$ cat src/rtl/pll_lock_sequencer.sv
// pll_lock_sequencer
//
// Runs the PLL start-up sequence from the reference clock. It holds the PLL
// reset for a fixed pulse, waits for lock, and requires lock to stay stable
// before it releases the core reset. If lock is lost in RUN, if lock does not
// arrive in time, or if a relock is forced, the PLL reset sequence runs again.
//
// Ports:
//   refclk        reference clock; all logic is clocked here
//   rst           asynchronous, active-high reset
//   pll_locked    PLL lock flag, asynchronous to refclk (synchronized here)
//   force_relock  level request to restart the sequence (ignored in PLL_RESET)
//   pll_rst       reset to the PLL, active high
//   core_rst      reset to downstream core logic, active high
//   ready         high while the sequencer is in RUN
//   lock_lost     one-cycle pulse when lock drops while in RUN
//   retry_count   number of lock timeouts, saturating at 15; cleared only by rst
//
// The FSM state is held in state_q so that checkers can bind to it directly.

module pll_lock_sequencer #(
  parameter int RST_PULSE_CYCLES    = 16,
  parameter int LOCK_STABLE_CYCLES  = 1024,
  parameter int LOCK_TIMEOUT_CYCLES = 262144,
  parameter int CNT_W               = 20
) (
  input  logic       refclk,
  input  logic       rst,
  input  logic       pll_locked,
  input  logic       force_relock,
  output logic       pll_rst,
  output logic       core_rst,
  output logic       ready,
  output logic       lock_lost,
  output logic [3:0] retry_count
);

  typedef enum logic [1:0] {
    S_PLL_RESET = 2'd0,
    S_WAIT_LOCK = 2'd1,
    S_STABLE    = 2'd2,
    S_RUN       = 2'd3
  } state_t;

  localparam logic [CNT_W-1:0] RST_LAST     = CNT_W'(RST_PULSE_CYCLES - 1);
  localparam logic [CNT_W-1:0] STABLE_LAST  = CNT_W'(LOCK_STABLE_CYCLES - 1);
  localparam logic [CNT_W-1:0] TIMEOUT_LAST = CNT_W'(LOCK_TIMEOUT_CYCLES - 1);
  localparam logic [CNT_W-1:0] CNT_ONE      = CNT_W'(1);

  state_t           state_q;
  logic [CNT_W-1:0] cnt_q;
  logic             sync_meta;
  logic             locked_s;

  // Outputs are registered and always set together with the state they
  // describe, so pll_rst/core_rst/ready change on the edge that enters a state.
  always_ff @(posedge refclk or posedge rst) begin
    if (rst) begin
      state_q     <= S_PLL_RESET;
      cnt_q       <= '0;
      sync_meta   <= 1'b0;
      locked_s    <= 1'b0;
      pll_rst     <= 1'b1;
      core_rst    <= 1'b1;
      ready       <= 1'b0;
      lock_lost   <= 1'b0;
      retry_count <= 4'd0;
    end else begin
      // Two-flop synchronizer; the FSM looks only at locked_s.
      sync_meta <= pll_locked;
      locked_s  <= sync_meta;
      lock_lost <= 1'b0;

      // A forced relock overrides every other transition, including a
      // simultaneous lock drop (no lock_lost) or timeout (no retry increment).
      if (force_relock && (state_q != S_PLL_RESET)) begin
        state_q  <= S_PLL_RESET;
        cnt_q    <= '0;
        pll_rst  <= 1'b1;
        core_rst <= 1'b1;
        ready    <= 1'b0;
      end else begin
        case (state_q)
          S_PLL_RESET: begin
            if (cnt_q == RST_LAST) begin
              state_q <= S_WAIT_LOCK;
              cnt_q   <= '0;
              pll_rst <= 1'b0;
            end else begin
              cnt_q <= cnt_q + CNT_ONE;
            end
          end

          S_WAIT_LOCK: begin
            if (locked_s) begin
              state_q <= S_STABLE;
              cnt_q   <= '0;
            end else if (cnt_q == TIMEOUT_LAST) begin
              state_q <= S_PLL_RESET;
              cnt_q   <= '0;
              pll_rst <= 1'b1;
              if (retry_count != 4'd15) begin
                retry_count <= retry_count + 4'd1;
              end
            end else begin
              cnt_q <= cnt_q + CNT_ONE;
            end
          end

          S_STABLE: begin
            // Any synchronized low restarts both the stability window and
            // the lock timeout window.
            if (!locked_s) begin
              state_q <= S_WAIT_LOCK;
              cnt_q   <= '0;
            end else if (cnt_q == STABLE_LAST) begin
              state_q  <= S_RUN;
              cnt_q    <= '0;
              core_rst <= 1'b0;
              ready    <= 1'b1;
            end else begin
              cnt_q <= cnt_q + CNT_ONE;
            end
          end

          S_RUN: begin
            if (!locked_s) begin
              state_q   <= S_PLL_RESET;
              cnt_q     <= '0;
              pll_rst   <= 1'b1;
              core_rst  <= 1'b1;
              ready     <= 1'b0;
              lock_lost <= 1'b1;
            end
          end

          default: begin
            state_q  <= S_PLL_RESET;
            cnt_q    <= '0;
            pll_rst  <= 1'b1;
            core_rst <= 1'b1;
            ready    <= 1'b0;
          end
        endcase
      end
    end
  end

endmodule

$ cat config.mk
export PLATFORM = sky130hd
export DESIGN_NAME = pll_lock_sequencer
export DESIGN_NICKNAME = d
export VERILOG_FILES = /design/src/rtl/pll_lock_sequencer.sv
export SDC_FILE = /design/constraint.sdc
export NUM_CORES = 1
export LEC_CHECK = 0
export ABC_AREA = 1
export CAP_MARGIN = 5
export CELL_PAD_IN_SITES_DETAIL_PLACEMENT = 1
export CELL_PAD_IN_SITES_GLOBAL_PLACEMENT = 1
export CORE_MARGIN = 4
export CORE_UTILIZATION = 25
export CTS_CLUSTER_SIZE = 30
export DETAILED_ROUTE_END_ITERATION = 12
export GPL_TIMING_DRIVEN = 1
export HOLD_SLACK_MARGIN = 0.02
export PLACE_DENSITY_LB_ADDON = 0.1
export SETUP_SLACK_MARGIN = 0.4
export SLEW_MARGIN = 20
export SYNTH_ARGS = -nofsm -noshare
export SYNTH_HDL_FRONTEND = slang
export SYNTH_SLANG_ARGS = --single-unit
$ cat constraint.sdc
create_clock -name refclk -period 1.4 [get_ports refclk]
set_input_delay 0.42 -clock refclk [delete_from_list [all_inputs] [get_ports refclk]]
set_output_delay 0.42 -clock refclk [all_outputs]
set_load 0.1 [all_outputs]
### Yosys cells after proc, flatten, opt, wreduce, memory -nomap -nowiden

Cells that the tools add are included.
Widths: inputs -> output; s select.

* input bits: 4
* output and inout bits: 8
* word-level logic and storage cells: 71
* register bits after elaboration: 32

* equal/unequal tests: 15
* $add $sub $neg: 2
* bitwise operators: 2
* multiplexer cells: 34
* reductions and logical operators: 9

Operators by type and width (count)
* $mux 20: 7
* $pmux 20 s4: 1
* $add 20x1->20 const B: 1
* $eq 20x10->1 const B: 1
* $eq 20x18->1 const B: 1
* $eq 20x4->1 const B: 1
* $ne 3x3->1 const B: 6
* $mux 1: 15
* $mux 2: 7
* $ne 4x4->1 const B: 3
* $reduce_and 5->1: 2
* $pmux 2 s4: 1
* $reduce_and 4->1: 2
* $add 4x1->4 const B: 1
* $eq 2x2->1 const B: 2
* $pmux 1 s2: 2
* $reduce_bool 4->1: 1
* $pmux 1 s3: 1
* $reduce_bool 3->1: 1
* $eq 2x1->1 const B: 1
* $logic_not 2->1: 1
* $not 1->1: 2
* $reduce_bool 2->1: 1
* $logic_and 1x1->1: 1

### Logic depth before layout (Yosys ltp)

Gate-level depths: netlist of run 1.

* depth after elaboration: 5
* gate-level depth with buffers: 12
* mapped depth without buffers: 12

### Worst setup path before layout of run 1

OpenSTA, ideal clock, no wires.

* path type: register to register
* start: reg retry_count[0]
* end: reg retry_count[0]
* path buffers: 0
* clock period less this slack: 2.037 ns
* stages on the path, launching flop included: 8
* data arrival time: 1.916 ns
* data required time: 1.279 ns
* setup time: 0.121 ns
* setup slack: -0.637 ns
* cell sequence: dfrtp_1 -> ha_1 -> inv_1 -> nor3_1 -> nor3_1 -> nand3_1 -> xor2_1 -> inv_1

* word-level cells in the longest chain between the ends: 2
* elaborated cells on any way between the ends: 3
* classes of those cells: add/sub: 1; eq/ne: 1; reduce/logical: 1

Ends and longest elaborated chain
* start: declaration: RTL line 35 `output logic [3:0] retry_count`
* start signal: assignment: RTL line 103 `retry_count <= retry_count + 4'd1;`
* parallel branches: the longest is 2 deep, another holds $add 4x1->4

Several ways; the timed one is not identified.
A chain may end at the register's enable or synchronous reset.

### Final worst setup path of run 1

* start: reg cnt_q[0]
* end: reg cnt_q[14]

* word-level cells in the longest chain between the ends: 5
* elaborated cells on any way between the ends: 11
* classes of those cells: add/sub: 1; eq/ne: 3; mux: 7

Ends and longest elaborated chain
* start: declaration: RTL line 51 `logic [CNT_W-1:0] cnt_q;`
* start signal: assignment: RTL line 90 `cnt_q <= cnt_q + CNT_ONE;`
* start signal: assignment: RTL line 106 `cnt_q <= cnt_q + CNT_ONE;`
* start signal: assignment: RTL line 122 `cnt_q <= cnt_q + CNT_ONE;`
* $add 20x1->20, or another cell as far along: RTL line 90, 106, 122
* $mux 20 (on tied branches): RTL line 116, 98
* $mux 20 (on tied branches): RTL line 113, 95
* $pmux 20 s4 (*): RTL line 83 `case (state_q)`
* $mux 20 (*): RTL line 76 `if (force_relock && (state_q != S_PLL_RESET)) begin`

Mark *: on every way between the ends. The rest lies on a longest branch, timed or not.

==> results of run 1 <==
-- final timing paths --
check	depth (start not counted)	from	slack (ns)	to
worst max register to register	11	cnt_q[0]	-0.31	cnt_q[14]
worst min-delay path	0	sync_meta	0.37	locked_s
min in group asynchronous	3	rst	0.51	sync_meta
max in group asynchronous	3	rst	0.64	pll_rst
worst min register to register	0	sync_meta	0.37	locked_s
worst max-delay path	11	cnt_q[0]	-0.31	cnt_q[14]
-- worst max-delay path, delay by kind of cell, from the launching register on --
kind | cells | cell delay, ns
buf+inv | 3 | 0.35
fa+ha+maj | 1 | 0.19
simple gates | 6 | 0.60
flops | 1 | 0.42
compound gates | 1 | 0.04
-- routing by layer --
metal / share of wire, % / vias to the layer above / wire [um] / global-route usage (%)
li1: - / 1111 / - / -
met1: 42 / 1045 / 2820 / 16.9
met2: 55 / 17 / 3650 / 28.0
met3: 2.4 / 7 / 160 / 2.43
met4: 0.99 / 0 / 66 / 4.10
met5: 0 / - / 0 / 0
-- state kept, by name (all words and copies together) (netlist names) --
name and cells:
locked_s 1, lock_lost 1, cnt_q 20, ready 1, sync_meta 1, core_rst 1, pll_rst 1, state_q 2
retry_count 4
-- synth_stat cells, drive strengths merged --
master | instances | area, um2
nand2 | 99 | 384
nor2 | 48 | 205
inv | 38 | 143
nand3 | 31 | 178
dfrtp | 30 | 751
nor3 | 9 | 60.1
xor2 | 9 | 78.8
nand4 | 6 | 37.5
a21oi | 5 | 25.0
o21ai | 4 | 20.0
xnor2 | 3 | 26.3
buf | 2 | 18.8
dfstp | 2 | 52.6
ha | 2 | 25.0
nand3b | 2 | 15.0
a21o | 1 | 7.51
o22ai | 1 | 6.26
-- stage by stage --
| stage | util (%) | TNS [ns] | power [uW] | hold slack [ns] | instances |
|---|---|---|---|---|---|
| after floorplan | - | -2.09 | 969 | 0.331 | 292 |
| after global placement | 37.4 | -11.31 | 1000 | 0.357 | 469 |
| after detailed placement | 37.4 | -11.91 | 1000 | 0.365 | 469 |
| after CTS | 42.7 | -8.37 | 1790 | 0.382 | 493 |
| after global routing | 43.9 | -11.89 | 1850 | 0.395 | 496 |
| final | 43.9 | -8.19 | 1760 | 0.374 | 496 |
-- layout make-up --
type                       count  area share [%]
inverter                      38            4.34
sequential                    32            24.4
clock inverter                 2           0.292
timing repair buffer          96            26.4
multi-input combinational    220            38.4
tap                          102            3.72
clock buffer                   6            2.41
-- what timing repair did --
action | CTS | global route
pin swaps | 17 | 16
gates resized for setup | 46 | 22
buffers inserted | 15 | 3
endpoints found under the setup margin | 38 | 38
cloned | 1 | 0
-- power groups by stage --
stage / registers (uW) / clock network, uW / logic, uW
after detailed placement: 949 / 0 / 52.1
after global routing: 930 / 862 / 60.1
after floorplan: 948 / 0 / 20.9
after CTS: 930 / 810 / 52.9
after global placement: 949 / 0 / 52.2
final: 930 / 774 / 52.9
-- kinds of logic (layout without fill, tap and decap cells) --
kind of cell | Yosys count | after routing | synth area share, %
and+or+nand+nor | 195 | 195 | 43.3
buffers and inverters | 40 | 142 | 7.94
xor gates and xnor gates | 12 | 12 | 5.17
adders and majority gates | 2 | 2 | 1.23
DFF | 32 | 32 | 39.5
AOI/OAI and AO/OA | 11 | 11 | 2.89
==> flow_metrics.tcl, run 1 <==
set metrics [dict create \
    status "finished, violations left" \
    violations "setup timing" \
    num_vias 2180 \
    grt_pass1_vias 2437 \
    worstMarginPinSlew_ns 0.284 \
    critPathMostFrequentCell "nand3_2" \
    grt_max_degree 33 \
    io_buffers 11 \
    p_int_uw 1340 \
    core_um2 7810 \
    slew_headroom_pct 81.0 \
    die_y_um 98.2 \
    required_ns 1.58 \
    hold_viol 0 \
    drt_iter0_drc 36 \
    syn_nets 298 \
    grt_first_pass_wirelength_um 11500 \
    finalClockSkew_ns 0.00228 \
    synth-seq-cells 32 \
    setup_ws_ns -0.312 \
    antenna_left 0 \
    grt_usage_pct 14.7 \
    worstSetupPathType "flop to flop" \
    place_hpwl_um 4840 \
    cp.arrival_ns 1.89 \
    cts_root_buffer "clkbuf_8" \
    numCtsBuffers 5 \
    path_max_fanout 6 \
    rows 32 \
    grt_overflow 0 \
    route.detailed.drc 0 \
    avgRoutedWirePerCell_um 13.5 \
    fillers 986 \
    dp_slack_ns -0.458 \
    die-area_um2 9640 \
    n_antenna_cell 0 \
    clkSlewWorstSetupHoldPaths_ns 0.07 \
    p_per_area_nw_per_um2 513 \
    netlist_area_um2 2030 \
    peakVddDrop_mv 0.229 \
    clk_latency_ns 0.29 \
    synth.avg_cell_area_um2 6.96 \
    ff_latch_area_um2 836 \
    start_kind "flop" \
    slowest_delay_ns 0.42 \
    clock_path_buffers 2 \
    rsz0062_at_grt "yes" \
    netlist_instances 292 \
    pwr-share-seq_pct 52.9 \
    p_leak_uw 0.00167 \
    period_needed_ns 1.71 \
    ios 12 \
    clockPowerShare_pct 44.1 \
    multi_input_area_um2 1320 \
    die_w_um 98.2 \
    initial_core_util_pct 26.0 \
    synthDistinctLibCells 26 \
    h-tree-depth 2 \
    fin_nets 399 \
    via_per_inst 4.40 \
    final_cell_mix "nand2_1, buf_4, inv_1, nor2_1, dfrtp_1" \
    syn2layout_area_growth_pct 68.6 \
    swShare_pct 23.8 \
    combPwrFrac_pct 3.0 \
    fin_crit_sh_pct 122 \
    cts_tree "built" \
    layout_commonest_cell "nand2_1" \
    clock_sinks 32 \
    routed_wl_um 6700 \
    min_path_type "flop to flop" \
    p_sw_uw 417 \
    setup_violations 34 \
    post_dp_cell_area_um2 2920 \
    crit_path_top_delay_cell "dfrtp_1" \
    yosysSeqAreaShare_pct 39.5 \
    drtPass1Iterations 4 \
    drv_cap 0 \
    endpoint_kind "flop" \
    yosys_warnings 0 \
    path_cells "ha_4 > buf_4 > nand3_2 > nor2_2 > nand3_2 > nand3_2 > nand2_2 > nor2_4 > buf_6 > buf_12 > a21oi_2" \
    antenna_found_initial 0 \
    drive_gt1_share_pct 45.9 \
    hold_buffers 0 \
    gp_congestion 0.800 \
    design_area_um2 3430 \
    clock.fmax_ghz 0.584 \
    slew_violations 0 \
]
No activity file was read; power rests on OpenSTA's default activity.
==> run 2: changes to the inputs <==
clock period = 1.9 ns   (was 1.4 ns; I/O delays follow)
==> flow_metrics.tcl, run 2 (synthesis gave the netlist of run 1 again) <==
set metrics [dict create \
    worstMarginPinSlew_ns 0.331 \
    n_antenna_cell 0 \
    cts_tree "built" \
    worstSetupPathType "flop to flop" \
    clock_path_buffers 2 \
    required_ns 2.12 \
    crit_path_top_delay_cell "dfrtp_1" \
    syn2layout_area_growth_pct 48.8 \
    avgRoutedWirePerCell_um 13.8 \
    dp_cells 422 \
    route.detailed.drc 0 \
    drive_gt1_share_pct 38.6 \
    grt_pass1_vias 2065 \
    finalClockSkew_ns 0.00722 \
    die_y_um 98.2 \
    antenna_found_initial 0 \
    die_w_um 98.2 \
    grt_overflow 0 \
    core_um2 7810 \
    layout_commonest_cell "nand2_1" \
    slew_headroom_pct 77.8 \
    h-tree-depth 2 \
    die-area_um2 9640 \
    fin_nets 350 \
    drtPass1Iterations 4 \
    period_needed_ns 1.72 \
    largest_register "cnt_q" \
    fin_crit_sh_pct 90.3 \
    path_max_fanout 6 \
    num_vias 2000 \
    final_cell_mix "nand2_1, inv_1, buf_4, nor2_1, nand3_1" \
    path_cells "ha_4 > nand3_1 > nor2_2 > nand3_2 > nand3_2 > nand2_2 > nor2_4 > buf_6 > buf_12 > nand2_2 > nand2_1" \
    grt_usage_pct 13.2 \
    io_buffers 11 \
    initial_core_util_pct 26.0 \
    r2r_cells 11 \
    via_per_inst 4.47 \
    p_leak_uw 0.00141 \
    endpoint_kind "flop" \
    rsz0062_at_grt "yes" \
    cts_root_buffer "clkbuf_8" \
    drv_cap 0 \
    power.total_uw 1260 \
    largest_registers "cnt_q (20), retry_count (4), state_q (2)" \
    gp_congestion 0.751 \
    start_kind "flop" \
    status "finished clean" \
    clkSlewWorstSetupHoldPaths_ns 0.08 \
    setup_violations 0 \
    peakVddDrop_mv 0.167 \
    clk_latency_ns 0.29 \
    ios 12 \
    antenna_left 0 \
    drt_iter0_drc 31 \
    clock_sinks 32 \
    min_path_type "flop to flop" \
    slowest_delay_ns 0.40 \
    grt_first_pass_wirelength_um 10200 \
    grt_max_degree 33 \
    routed_wl_um 6150 \
    numCtsBuffers 5 \
    clock.fmax_ghz 0.583 \
    slew_violations 0 \
    hold_viol 0 \
    p_per_area_nw_per_um2 415 \
    largest_reg_flops 20 \
    rows 32 \
    hold_buffers 0 \
    hold_depth 0 \
    place_hpwl_um 4350 \
    cp.arrival_ns 1.94 \
    final_cells 447 \
]
[run 2: final cells by class]
cell class / instances / area (um2)
Fill cell: 951 / 4780
Clock buffer: 7 / 76.3
Tap cell: 102 / 128
Sequential cell: 32 / 827
Multi-Input combinational cell: 220 / 1330
Clock inverter: 1 / 5.00
Inverter: 38 / 145
Timing Repair Buffer: 47 / 519
[run 2: worst max-delay path: cells and delay by family (launching register included)]
| kind | cells | cell delay (ns) |
|---|---|---|
| AND/OR/NAND/NOR | 8 | 0.83 |
| flip-flops | 1 | 0.40 |
| buffers and inverters | 2 | 0.24 |
| adder cells (fa/ha/maj) | 1 | 0.18 |
[run 2: timing repair]
action / in CTS / in global routing
setup endpoints to repair: 34 / 35
gates cloned: 1 / 0
buffers inserted: 12 / 4
pin swaps: 13 / 19
endpoints found under the hold margin: 0 / 0
resized for setup: 29 / 49
[run 2: metal layers]
metal  vias up  part of all wire [%]  track usage [%]
met5         -                     0                0
met4         0                   1.0             3.78
met3         5                   2.1             2.50
met2        16                    51             23.1
met1       959                    46             16.4
li1       1020                     -                -
[run 2: report_power, final]
group          internal [uW]  switching [uW]
logic                   13.8            23.1
clock network            258             276
registers                683            3.03
total                    954             302
[run 2: worst paths after layout]
check	startpoint	slack [ns]	to
worst max-delay path	cnt_q[0]	0.18	state_q[1]
worst min-delay path	sync_meta	0.37	locked_s
worst max register to register	cnt_q[0]	0.18	state_q[1]
worst min register to register	sync_meta	0.37	locked_s
max in group asynchronous	rst	1.01	core_rst
min in group asynchronous	rst	0.63	retry_count[3]
[run 2: stage by stage]
stage               hold slack (ns)  instance area [um2]  setup WS (ns)  setup TNS (ns)  utilization (%)
finish                        0.366                 3030          0.183               0             38.8
global route                  0.383                 3030         0.0878               0             38.8
CTS                           0.369                 2830          0.183               0             36.3
detailed placement            0.342                 2530         -0.102           -1.61             32.4
global placement              0.349                 2530         -0.113           -1.13             32.4
floorplan                     0.331                 2060          0.375               0                -
